File: src/rtl/ifchain_match_pipe_pkg.sv
// Shared types and sizing helpers for the pipelined priority/unique match chain.
package ifchain_pkg;

  typedef enum logic [1:0] {
    MODE_PRIORITY = 2'd0,
    MODE_UNIQUE0  = 2'd1,
    MODE_UNIQUE   = 2'd2
  } mode_e;

  // Number of pipeline segments needed to cover all entries.
  function automatic int calc_stages(input int entries, input int seg);
    return (entries + seg - 1) / seg;
  endfunction

  // Index width; never narrower than one bit.
  function automatic int calc_iw(input int entries);
    return (entries <= 1) ? 1 : $clog2(entries);
  endfunction

  // Packed width of the per-stage carry {value, hit, idx, multi}.
  // Modules declare the matching packed struct locally with their own WIDTH/IW.
  function automatic int carry_width(input int width, input int iw);
    return width + iw + 2;
  endfunction

endpackage

File: src/rtl/ifchain_match_pipe_if.sv
// Table-write, lookup-request and result signals of the match pipe.
interface ifchain_match_pipe_if #(
  parameter int WIDTH = 32,
  parameter int IW    = 4
);
  logic             wr_en;
  logic [IW-1:0]    wr_idx;
  logic [WIDTH-1:0] wr_data;
  logic             wr_enable;
  logic             in_valid;
  logic             in_ready;
  logic [WIDTH-1:0] in_value;
  logic             out_valid;
  logic             out_ready;
  logic             out_hit;
  logic [IW-1:0]    out_idx;
  logic             out_multi;
  logic             out_none_err;

  modport master (
    output wr_en, wr_idx, wr_data, wr_enable, in_valid, in_value, out_ready,
    input  in_ready, out_valid, out_hit, out_idx, out_multi, out_none_err
  );

  modport slave (
    input  wr_en, wr_idx, wr_data, wr_enable, in_valid, in_value, out_ready,
    output in_ready, out_valid, out_hit, out_idx, out_multi, out_none_err
  );
endinterface

File: src/rtl/ifchain_match_pipe_seg.sv
// One pipeline segment: compares the carried value against COUNT consecutive
// entries starting at BASE and merges the result into the incoming carry.
// A hit already present in the carry came from a lower index, so it keeps priority.
module ifchain_seg
  import ifchain_pkg::*;
#(
  parameter int WIDTH = 32,
  parameter int IW    = 4,
  parameter int BASE  = 0,
  parameter int COUNT = 1,
  localparam int CW   = carry_width(WIDTH, IW)
) (
  input  logic [WIDTH-1:0] seg_data [COUNT],
  input  logic [COUNT-1:0] seg_en,
  input  logic [CW-1:0]    carry_in,
  output logic [CW-1:0]    carry_out
);

  typedef struct packed {
    logic [WIDTH-1:0] value;
    logic             hit;
    logic [IW-1:0]    idx;
    logic             multi;
  } carry_t;

  carry_t           cin;
  carry_t           cmerge;
  logic [COUNT-1:0] match;

  assign cin = carry_t'(carry_in);

  for (genvar j = 0; j < COUNT; j++) begin : g_cmp
    assign match[j] = seg_en[j] && (seg_data[j] == cin.value);
  end

  // Lowest-index-first merge; any further hit marks the lookup as multi-hit.
  always_comb begin
    cmerge = cin;
    for (int j = 0; j < COUNT; j++) begin
      if (match[j]) begin
        if (cmerge.hit) begin
          cmerge.multi = 1'b1;
        end else begin
          cmerge.hit = 1'b1;
          cmerge.idx = IW'(BASE + j);
        end
      end
    end
  end

  assign carry_out = cmerge;

endmodule

File: src/rtl/ifchain_match_pipe.sv
// Programmable compare table searched lowest-index-first, split into
// pipeline segments of at most SEG compares. One input register, then one
// register per segment; a single global stall freezes every stage together.
module ifchain_match_pipe
  import ifchain_pkg::*;
#(
  parameter int WIDTH   = 32,
  parameter int ENTRIES = 12,
  parameter int SEG     = 10,
  parameter int MODE    = 0,
  localparam int STAGES = calc_stages(ENTRIES, SEG),
  localparam int IW     = calc_iw(ENTRIES),
  localparam int CW     = carry_width(WIDTH, IW)
) (
  input logic                clk,
  input logic                rst_n,
  ifchain_match_pipe_if.slave bus
);

  typedef struct packed {
    logic [WIDTH-1:0] value;
    logic             hit;
    logic [IW-1:0]    idx;
    logic             multi;
  } carry_t;

  localparam mode_e MODE_E = mode_e'(MODE);

  logic [WIDTH-1:0]   tbl_data [ENTRIES];
  logic [ENTRIES-1:0] tbl_en;
  logic [CW-1:0]      pipe_q [STAGES+1];
  logic [STAGES:0]    vld_q;
  logic [CW-1:0]      seg_out [STAGES];
  carry_t             head_c;
  carry_t             tail_c;
  logic               adv;
  logic               unused_tail;

  assign adv          = !vld_q[STAGES] || bus.out_ready;
  assign bus.in_ready = adv;

  // Table writes land at the edge regardless of the stall; out-of-range indices are dropped.
  always_ff @(posedge clk or negedge rst_n) begin
    if (!rst_n) begin
      for (int i = 0; i < ENTRIES; i++) tbl_data[i] <= '0;
      tbl_en <= '0;
    end else if (bus.wr_en && (32'(bus.wr_idx) < ENTRIES)) begin
      tbl_data[bus.wr_idx] <= bus.wr_data;
      tbl_en[bus.wr_idx]   <= bus.wr_enable;
    end
  end

  // Fresh lookup enters with no hit recorded.
  always_comb begin
    head_c       = '0;
    head_c.value = bus.in_value;
  end

  // Whole pipe advances together; holding everything on stall keeps bubbles in place.
  always_ff @(posedge clk or negedge rst_n) begin
    if (!rst_n) begin
      vld_q <= '0;
      for (int s = 0; s <= STAGES; s++) pipe_q[s] <= '0;
    end else if (adv) begin
      vld_q     <= {vld_q[STAGES-1:0], bus.in_valid};
      pipe_q[0] <= head_c;
      for (int s = 0; s < STAGES; s++) pipe_q[s+1] <= seg_out[s];
    end
  end

  for (genvar s = 0; s < STAGES; s++) begin : g_seg
    localparam int BASE  = s * SEG;
    localparam int COUNT = ((s + 1) * SEG > ENTRIES) ? (ENTRIES - BASE) : SEG;

    logic [WIDTH-1:0] seg_data [COUNT];

    for (genvar j = 0; j < COUNT; j++) begin : g_slice
      assign seg_data[j] = tbl_data[BASE+j];
    end

    ifchain_seg #(
      .WIDTH (WIDTH),
      .IW    (IW),
      .BASE  (BASE),
      .COUNT (COUNT)
    ) u_seg (
      .seg_data  (seg_data),
      .seg_en    (tbl_en[BASE +: COUNT]),
      .carry_in  (pipe_q[s]),
      .carry_out (seg_out[s])
    );
  end

  assign tail_c           = carry_t'(pipe_q[STAGES]);
  assign unused_tail      = ^tail_c.value;
  assign bus.out_valid    = vld_q[STAGES];
  assign bus.out_hit      = tail_c.hit;
  assign bus.out_idx      = tail_c.idx;
  assign bus.out_multi    = (MODE_E != MODE_PRIORITY) && tail_c.multi;
  assign bus.out_none_err = (MODE_E == MODE_UNIQUE) && vld_q[STAGES] && !tail_c.hit;

endmodule

File: src/flat_wrapper.sv
// flat-port wrapper written by rule: the top's interface ports become plain ports
module ifchain_match_pipe_flat import ifchain_pkg::*;
#(
  parameter int WIDTH   = 32,
  parameter int ENTRIES = 12,
  parameter int SEG     = 10,
  parameter int MODE    = 0,
  localparam int STAGES = calc_stages(ENTRIES, SEG),
  localparam int IW     = calc_iw(ENTRIES),
  localparam int CW     = carry_width(WIDTH, IW)
)
  (clk, rst_n, bus_wr_en, bus_wr_idx, bus_wr_data, bus_wr_enable, bus_in_valid, bus_in_value, bus_out_ready, bus_in_ready, bus_out_valid, bus_out_hit, bus_out_idx, bus_out_multi, bus_out_none_err);
  ifchain_match_pipe_if #(.WIDTH(WIDTH), .IW((4))) bus_i ();
  input logic clk;
  input logic rst_n;
  input wire logic [$bits(bus_i.wr_en)-1:0] bus_wr_en;
  input wire logic [$bits(bus_i.wr_idx)-1:0] bus_wr_idx;
  input wire logic [$bits(bus_i.wr_data)-1:0] bus_wr_data;
  input wire logic [$bits(bus_i.wr_enable)-1:0] bus_wr_enable;
  input wire logic [$bits(bus_i.in_valid)-1:0] bus_in_valid;
  input wire logic [$bits(bus_i.in_value)-1:0] bus_in_value;
  input wire logic [$bits(bus_i.out_ready)-1:0] bus_out_ready;
  output wire logic [$bits(bus_i.in_ready)-1:0] bus_in_ready;
  output wire logic [$bits(bus_i.out_valid)-1:0] bus_out_valid;
  output wire logic [$bits(bus_i.out_hit)-1:0] bus_out_hit;
  output wire logic [$bits(bus_i.out_idx)-1:0] bus_out_idx;
  output wire logic [$bits(bus_i.out_multi)-1:0] bus_out_multi;
  output wire logic [$bits(bus_i.out_none_err)-1:0] bus_out_none_err;
  assign bus_i.wr_en = bus_wr_en;
  assign bus_i.wr_idx = bus_wr_idx;
  assign bus_i.wr_data = bus_wr_data;
  assign bus_i.wr_enable = bus_wr_enable;
  assign bus_i.in_valid = bus_in_valid;
  assign bus_i.in_value = bus_in_value;
  assign bus_i.out_ready = bus_out_ready;
  assign bus_in_ready = bus_i.in_ready;
  assign bus_out_valid = bus_i.out_valid;
  assign bus_out_hit = bus_i.out_hit;
  assign bus_out_idx = bus_i.out_idx;
  assign bus_out_multi = bus_i.out_multi;
  assign bus_out_none_err = bus_i.out_none_err;
  ifchain_match_pipe #(.WIDTH(WIDTH), .ENTRIES(ENTRIES), .SEG(SEG), .MODE(MODE)) u_core (.clk(clk), .rst_n(rst_n), .bus(bus_i));
endmodule
File: config.mk
export PLATFORM = sky130hd
export DESIGN_NAME = ifchain_match_pipe_flat
export DESIGN_NICKNAME = d
export VERILOG_FILES = /design/src/rtl/ifchain_match_pipe_pkg.sv /design/src/rtl/ifchain_match_pipe_if.sv /design/src/rtl/ifchain_match_pipe_seg.sv /design/src/rtl/ifchain_match_pipe.sv /design/src/flat_wrapper.sv
export SDC_FILE = /design/constraint.sdc
export NUM_CORES = 1
export LEC_CHECK = 0
export BUFFER_PORTS_ARGS = -buffer_cell sky130_fd_sc_hd__buf_2
export CAP_MARGIN = 10
export CORE_MARGIN = 2
export CORE_UTILIZATION = 55
export DETAILED_ROUTE_END_ITERATION = 8
export PLACE_DENSITY = 0.76
export SETUP_SLACK_MARGIN = 0.2
export SLEW_MARGIN = 20
export SYNTH_ARGS = -nofsm -noshare
export SYNTH_HDL_FRONTEND = slang
export SYNTH_HIERARCHICAL = 1
export SYNTH_SLANG_ARGS = --single-unit
File: constraint.sdc
create_clock -name clk -period 6.8 [get_ports clk]
set_clock_uncertainty 0.2 [all_clocks]
set_input_delay 0.34 -clock clk [delete_from_list [all_inputs] [get_ports clk]]
set_output_delay 0.34 -clock clk [all_outputs]
set_load 0.005 [all_outputs]
=== Word level (Yosys, flattened, before mapping) ===
Index checks and enable logic that the tools add are counted.

* Bits in registers: 475
* Input port bits: 74
* Output and inout port bits: 9
* Logic and storage cells: 92

* Magnitude comparators: 5
* Eq/ne operators: 12
* Multiplexer cells: 40
* Bitwise logic cells: 1
* Reductions and logical operators: 17

{| class="wikitable"
|+ Operators by type and width
! kind !! count
|-
| 384-bit bitwise mux || 1
|-
| 32-bit == test || 12
|-
| 32-bit demux with 4-bit select || 1
|-
| 6-bit 2-to-1 mux || 12
|-
| 4-bit 2-to-1 mux || 11
|-
| 32-bit 2-to-1 mux || 1
|-
| 1-bit logical AND || 15
|-
| 12-bit bitwise mux || 1
|-
| 1-bit 2-to-1 mux || 12
|-
| 5-bit greater-or-equal comparator, second input constant || 1
|-
| 4-bit by 5-bit less-than comparator with 1-bit output, second input constant || 1
|-
| 5-bit by 1-bit less-than comparator with 1-bit output, second input constant || 1
|-
| 4-bit inverter with 5-bit output || 1
|-
| 1-bit demux with 4-bit select || 1
|-
| 4-bit by 1-bit greater-or-equal comparator with 1-bit output, second input constant || 1
|-
| 4-bit less-than comparator, second input constant || 1
|-
| 1-bit logical NOT || 1
|-
| 1-bit logical OR || 1
|}

=== Longest topological paths before layout ===
* Depth in word-level cells: 21
* Depth in mapped cells: 11
* Mapped depth without buffers: 9

=== By module ===
Netlist, hierarchy kept.

{| class="wikitable"
|+ By module, submodules not included
! module !! times used !! cells an instance !! area each (um^2) !! sequential area each (um^2)
|-
| ifchain_match_pipe || 1 || 1056 || 17999.8 || 11861.4
|-
| ifchain_seg at u_core.g_seg[0].u_seg || 1 || 630 || 4740.8 || 0.0
|-
| ifchain_seg at u_core.g_seg[1].u_seg || 1 || 131 || 1013.5 || 0.0
|}

=== Worst setup path before layout ===
OpenSTA, ideal clock, no wires.

* Path kind: register to register
* Start: register u_core/pipe_q[93] in the netlist's numbering
* End: register u_core/pipe_q[40] in the netlist's numbering
* Library setup time: 0.125 ns
* Arrival: 2.433 ns
* Data required time: 6.475 ns
* Setup slack: 4.043 ns
* Cell stages (with the launch flop): 10
* Buffers on the path: 1
* Clock period less this slack: 2.757 ns
* Cell sequence: dfrtp_1 -> buf_6 -> xnor2_2 -> nand2_1 -> or4b_1 -> or4_4 -> and3_4 -> a21o_1 -> o221a_2 -> mux2_2

{| class="wikitable"
|+ RTL lines
! what !! line !! source
|-
| start: declaration || ifchain_match_pipe.sv:31 || <nowiki>logic [CW-1:0] pipe_q [STAGES+1];</nowiki>
|}

==> flow_summary.html <==
<table>
<tr><th>Metric</th><th>Value</th></tr>
<tr><th colspan="2">STA</th></tr>
<tr><td>Unrepaired setup endpoints after global routing</td><td>no</td></tr>
<tr><td>Rel. slew slack</td><td>26.1%</td></tr>
<tr><td>Final critical delay including setup and external delays</td><td>3570 ps</td></tr>
<tr><td>Final WS setup</td><td>3230 ps</td></tr>
<tr><td>Final number of setup-violating endpoints</td><td>0</td></tr>
<tr><td>Peak Freq</td><td>280 MHz</td></tr>
<tr><td>Final count of hold timing violations</td><td>0</td></tr>
<tr><td>Transition time at the pin with the least slew margin</td><td>1110 ps</td></tr>
<tr><td>Aggregate negative setup slack</td><td>0 ps</td></tr>
<tr><td>Final clock period utilization by the worst path</td><td>52.6%</td></tr>
<tr><td>Final Slew Violations</td><td>0</td></tr>
<tr><th colspan="2">Power and ir drop</th></tr>
<tr><td>Overall power</td><td>9.67 mW</td></tr>
<tr><td>Leakage power figure</td><td>11.4 nW</td></tr>
<tr><td>Maximum resistive drop on vdd</td><td>0.000238 V</td></tr>
<tr><td>Cell area power density</td><td>371 nW/um^2</td></tr>
<tr><th colspan="2">Finish</th></tr>
<tr><td>Flip-flop and latch area</td><td>11800 um^2</td></tr>
<tr><td>Core utilization of the finished layout</td><td>62.2%</td></tr>
<tr><td>Multi-input combinational cell area</td><td>10700 um^2</td></tr>
<tr><td>Highest-count cells in the layout ignoring fill and taps</td><td>sky130_fd_sc_hd__dfrtp_1 (473), sky130_fd_sc_hd__mux2_2 (382), sky130_fd_sc_hd__xor2_1 (271), sky130_fd_sc_hd__xnor2_1 (110), sky130_fd_sc_hd__nor4_1 (93)</td></tr>
<tr><td>Total Nets Final</td><td>1893</td></tr>
<tr><td>Count of filler cells inserted in the layout</td><td>3213</td></tr>
<tr><td>Area Growth Syn to Fin</td><td>11.6%</td></tr>
<tr><td>Most frequent standard cell in the layout excluding fill and tap cells</td><td>sky130_fd_sc_hd__dfrtp_1</td></tr>
<tr><td>Summed area of non-filler cells in the final layout</td><td>26100 um^2</td></tr>
<tr><td>Share of final-layout standard cells stronger than drive strength 1</td><td>35.3%</td></tr>
<tr><th colspan="2">Detailed routing</th></tr>
<tr><td>Final wirelength</td><td>73.4 mm</td></tr>
<tr><td>Drt drc</td><td>0</td></tr>
<tr><td>Average vias per placed instance</td><td>6.24</td></tr>
<tr><td>Post-detailed-route wirelength per cell</td><td>30.6 um</td></tr>
<tr><td>Vias</td><td>15000</td></tr>
<tr><td>Remaining antenna violation count after routing</td><td>0</td></tr>
<tr><td>DRT iter0 DRCs</td><td>1429</td></tr>
<tr><td>Pre-antenna DRT Iters</td><td>5</td></tr>
<tr><th colspan="2">Setup path</th></tr>
<tr><td>Worst flop-to-flop path endpoint</td><td>u_core/pipe_q[40]$_DFFE_PN0P_</td></tr>
<tr><td>Worst-path fanout max</td><td>12</td></tr>
<tr><td>Worst setup path class</td><td>reg -&gt; reg</td></tr>
<tr><td>Worst-case reg-to-reg path depth</td><td>8</td></tr>
<tr><td>Data required time at the worst endpoint</td><td>7090 ps</td></tr>
<tr><td>Critical path data arrival time</td><td>3860 ps</td></tr>
<tr><td>Startpoint types</td><td>register</td></tr>
<tr><td>Critical path's slowest cell</td><td>sky130_fd_sc_hd__dfrtp_1</td></tr>
<tr><td>Largest delay share family, worst path</td><td>compound AO/OA/AOI/OAI gates</td></tr>
<tr><td>Crit path capture type</td><td>register</td></tr>
<tr><td>FF-to-FF setup slack</td><td>3230 ps</td></tr>
<tr><td>Crit path launch</td><td>u_core/pipe_q[88]$_DFFE_PN0P_</td></tr>
<tr><td>Cells along the critical path</td><td>xnor2_1 -&gt; nand2_1 -&gt; a2111oi_1 -&gt; nand4_1 -&gt; a21oi_1 -&gt; a21oi_1 -&gt; o221a_2 -&gt; mux2_2</td></tr>
<tr><td>CP dominant cell by count</td><td>sky130_fd_sc_hd__a21oi_1</td></tr>
<tr><td>R2r startpoint</td><td>u_core/pipe_q[88]$_DFFE_PN0P_</td></tr>
<tr><td>Largest stage delay, worst path</td><td>1070 ps</td></tr>
<tr><td>Worst path buffer plus inverter count</td><td>0</td></tr>
<tr><th colspan="2">Min path</th></tr>
<tr><td>Launch instance of the worst min-delay path</td><td>bus_wr_data[28]</td></tr>
<tr><td>End point of the most critical hold path</td><td>u_core/g_seg[0].seg_data[220]$_DFFE_PN0P_</td></tr>
<tr><td>Class of the tightest hold or removal check</td><td>in -&gt; reg</td></tr>
<tr><td>Cell depth of the worst hold path</td><td>2</td></tr>
<tr><th colspan="2">Die</th></tr>
<tr><td>Initial standard-cell utilization of the core</td><td>55.7%</td></tr>
<tr><td>Die H</td><td>210 um</td></tr>
<tr><td>Die Footprint</td><td>44200 um^2</td></tr>
<tr><td>Width of the chip</td><td>210 um</td></tr>
<tr><td>Total I/O pin count</td><td>83</td></tr>
<tr><td>Core ar.</td><td>41900 um^2</td></tr>
<tr><td>Row cnt</td><td>75</td></tr>
<tr><th colspan="2">Global routing</th></tr>
<tr><td>Initial antenna violation count</td><td>1</td></tr>
<tr><td>Pin count of the biggest net entering global routing</td><td>118</td></tr>
<tr><td>Number of global-route vias before repair</td><td>15300</td></tr>
<tr><td>Wire length of the first global-routing pass</td><td>107 mm</td></tr>
<tr><td>Total congestion overflow after global routing</td><td>0</td></tr>
<tr><td>GR Util All Layers</td><td>33.8%</td></tr>
<tr><th colspan="2">CTS</th></tr>
<tr><td>Register clock-pin slew on the reported worst setup and hold paths</td><td>70 ps</td></tr>
<tr><td>CTS root buffer</td><td>sky130_fd_sc_hd__clkbuf_16</td></tr>
<tr><td>Maximum count of clock buffers along a single path</td><td>3</td></tr>
<tr><td>Setup bufs post-CTS</td><td>0</td></tr>
<tr><td>TritonCTS Buffers</td><td>50</td></tr>
<tr><td>Deepest level of the CTS H-tree</td><td>2</td></tr>
<tr><td>Clock network latency to the later pin of the worst-skew pair</td><td>600 ps</td></tr>
<tr><td>Clock net sink count</td><td>473</td></tr>
<tr><td>Clock tree from TritonCTS</td><td>built</td></tr>
<tr><th colspan="2">Synth</th></tr>
<tr><td>Count of mapped cells out of synthesis</td><td>1767</td></tr>
<tr><td>Avg Synthesized Cell Area</td><td>13.2 um^2</td></tr>
<tr><td>Yosys warnings</td><td>6</td></tr>
<tr><td>Cell area after synthesis</td><td>23400 um^2</td></tr>
<tr><th colspan="2">Place</th></tr>
<tr><td>Final RePlAce weighted congestion</td><td>0.959</td></tr>
<tr><td>Post-DP HPWL</td><td>49.6 mm</td></tr>
<tr><td>Count of input and output buffers</td><td>80</td></tr>
<tr><td>Cell area reported after detailed placement</td><td>23900 um^2</td></tr>
<tr><td>Worst slack at placement</td><td>3160 ps</td></tr>
<tr><th colspan="2">Outcome</th></tr>
<tr><td>Result of the run</td><td>finished, final reports clean</td></tr>
<tr><th colspan="2">Flow run</th></tr>
<tr><td>Maxcap violations</td><td>0</td></tr>
</table>
==> area by class of cell <==
| cell class | instances | area share [%] |
|---|---|---|
| flip-flops and latches | 473 | 45.4 |
| multi-input cells | 1145 | 41.1 |
| clock buffers | 68 | 5.52 |
| repair buffers | 145 | 4.08 |
| well taps | 539 | 2.58 |
| clock inverters | 25 | 1.33 |
| inverters | 4 | 0.0575 |
| diodes | 1 | 0.00959 |
==> where the power goes <==
group          leakage (nW)  internal (mW)  switching (mW)
combinational          4.80           1.16            1.36
sequential             5.75           3.48           0.709
clock                 0.887           1.79            1.18
total                  11.4           6.43            3.25
==> state kept, by name, summed over array words and instances (netlist names) <==
signal,count
u_core/vld_q,3
u_core/pipe_q,69
u_core/tbl_en,12
u_core/g_seg.seg_data,384
u_core/tail_c,5
==> worst register-to-register path, delay by kind of cell (launching register included) <==
kind	cells	cell delay (ps)
AOI/OAI and AO/OA	4	1330
DFF	1	1070
and+or+nand+nor	2	380
muxes	1	260
xor gates and xnor gates	1	220
==> what timing repair did <==
action	in CTS	in global routing
hold endpoints to repair	143	0
hold buffers	37	0
resized for setup	0	0
==> stage by stage <==
stage / cells / hold slack [ps]
after floorplan: 1775 / -156
after global placement: 2266 / 252
after detailed placement: 2267 / 252
after CTS: 2397 / 5.40
after global routing: 2399 / 32.8
final: 2400 / 31.2
==> per-layer routing <==
metal / track usage (%) / vias up / part of all wire [%]
li1: - / 6245 / -
met1: 48.7 / 7905 / 43
met2: 49.8 / 655 / 44
met3: 7.91 / 167 / 8.6
met4: 13.1 / 2 / 4.2
met5: 0 / - / 0.015
==> worst max path at each step <==
stage,endpoint,cells past startpoint
after floorplan,u_core/pipe_q[40]$_DFFE_PN0P_,9
final,u_core/pipe_q[40]$_DFFE_PN0P_,8
after CTS,u_core/pipe_q[40]$_DFFE_PN0P_,8
after global routing,u_core/pipe_q[40]$_DFFE_PN0P_,8
after detailed placement,u_core/pipe_q[40]$_DFFE_PN0P_,8
after global placement,u_core/pipe_q[40]$_DFFE_PN0P_,8
Power figures use the tool's default switching activity.
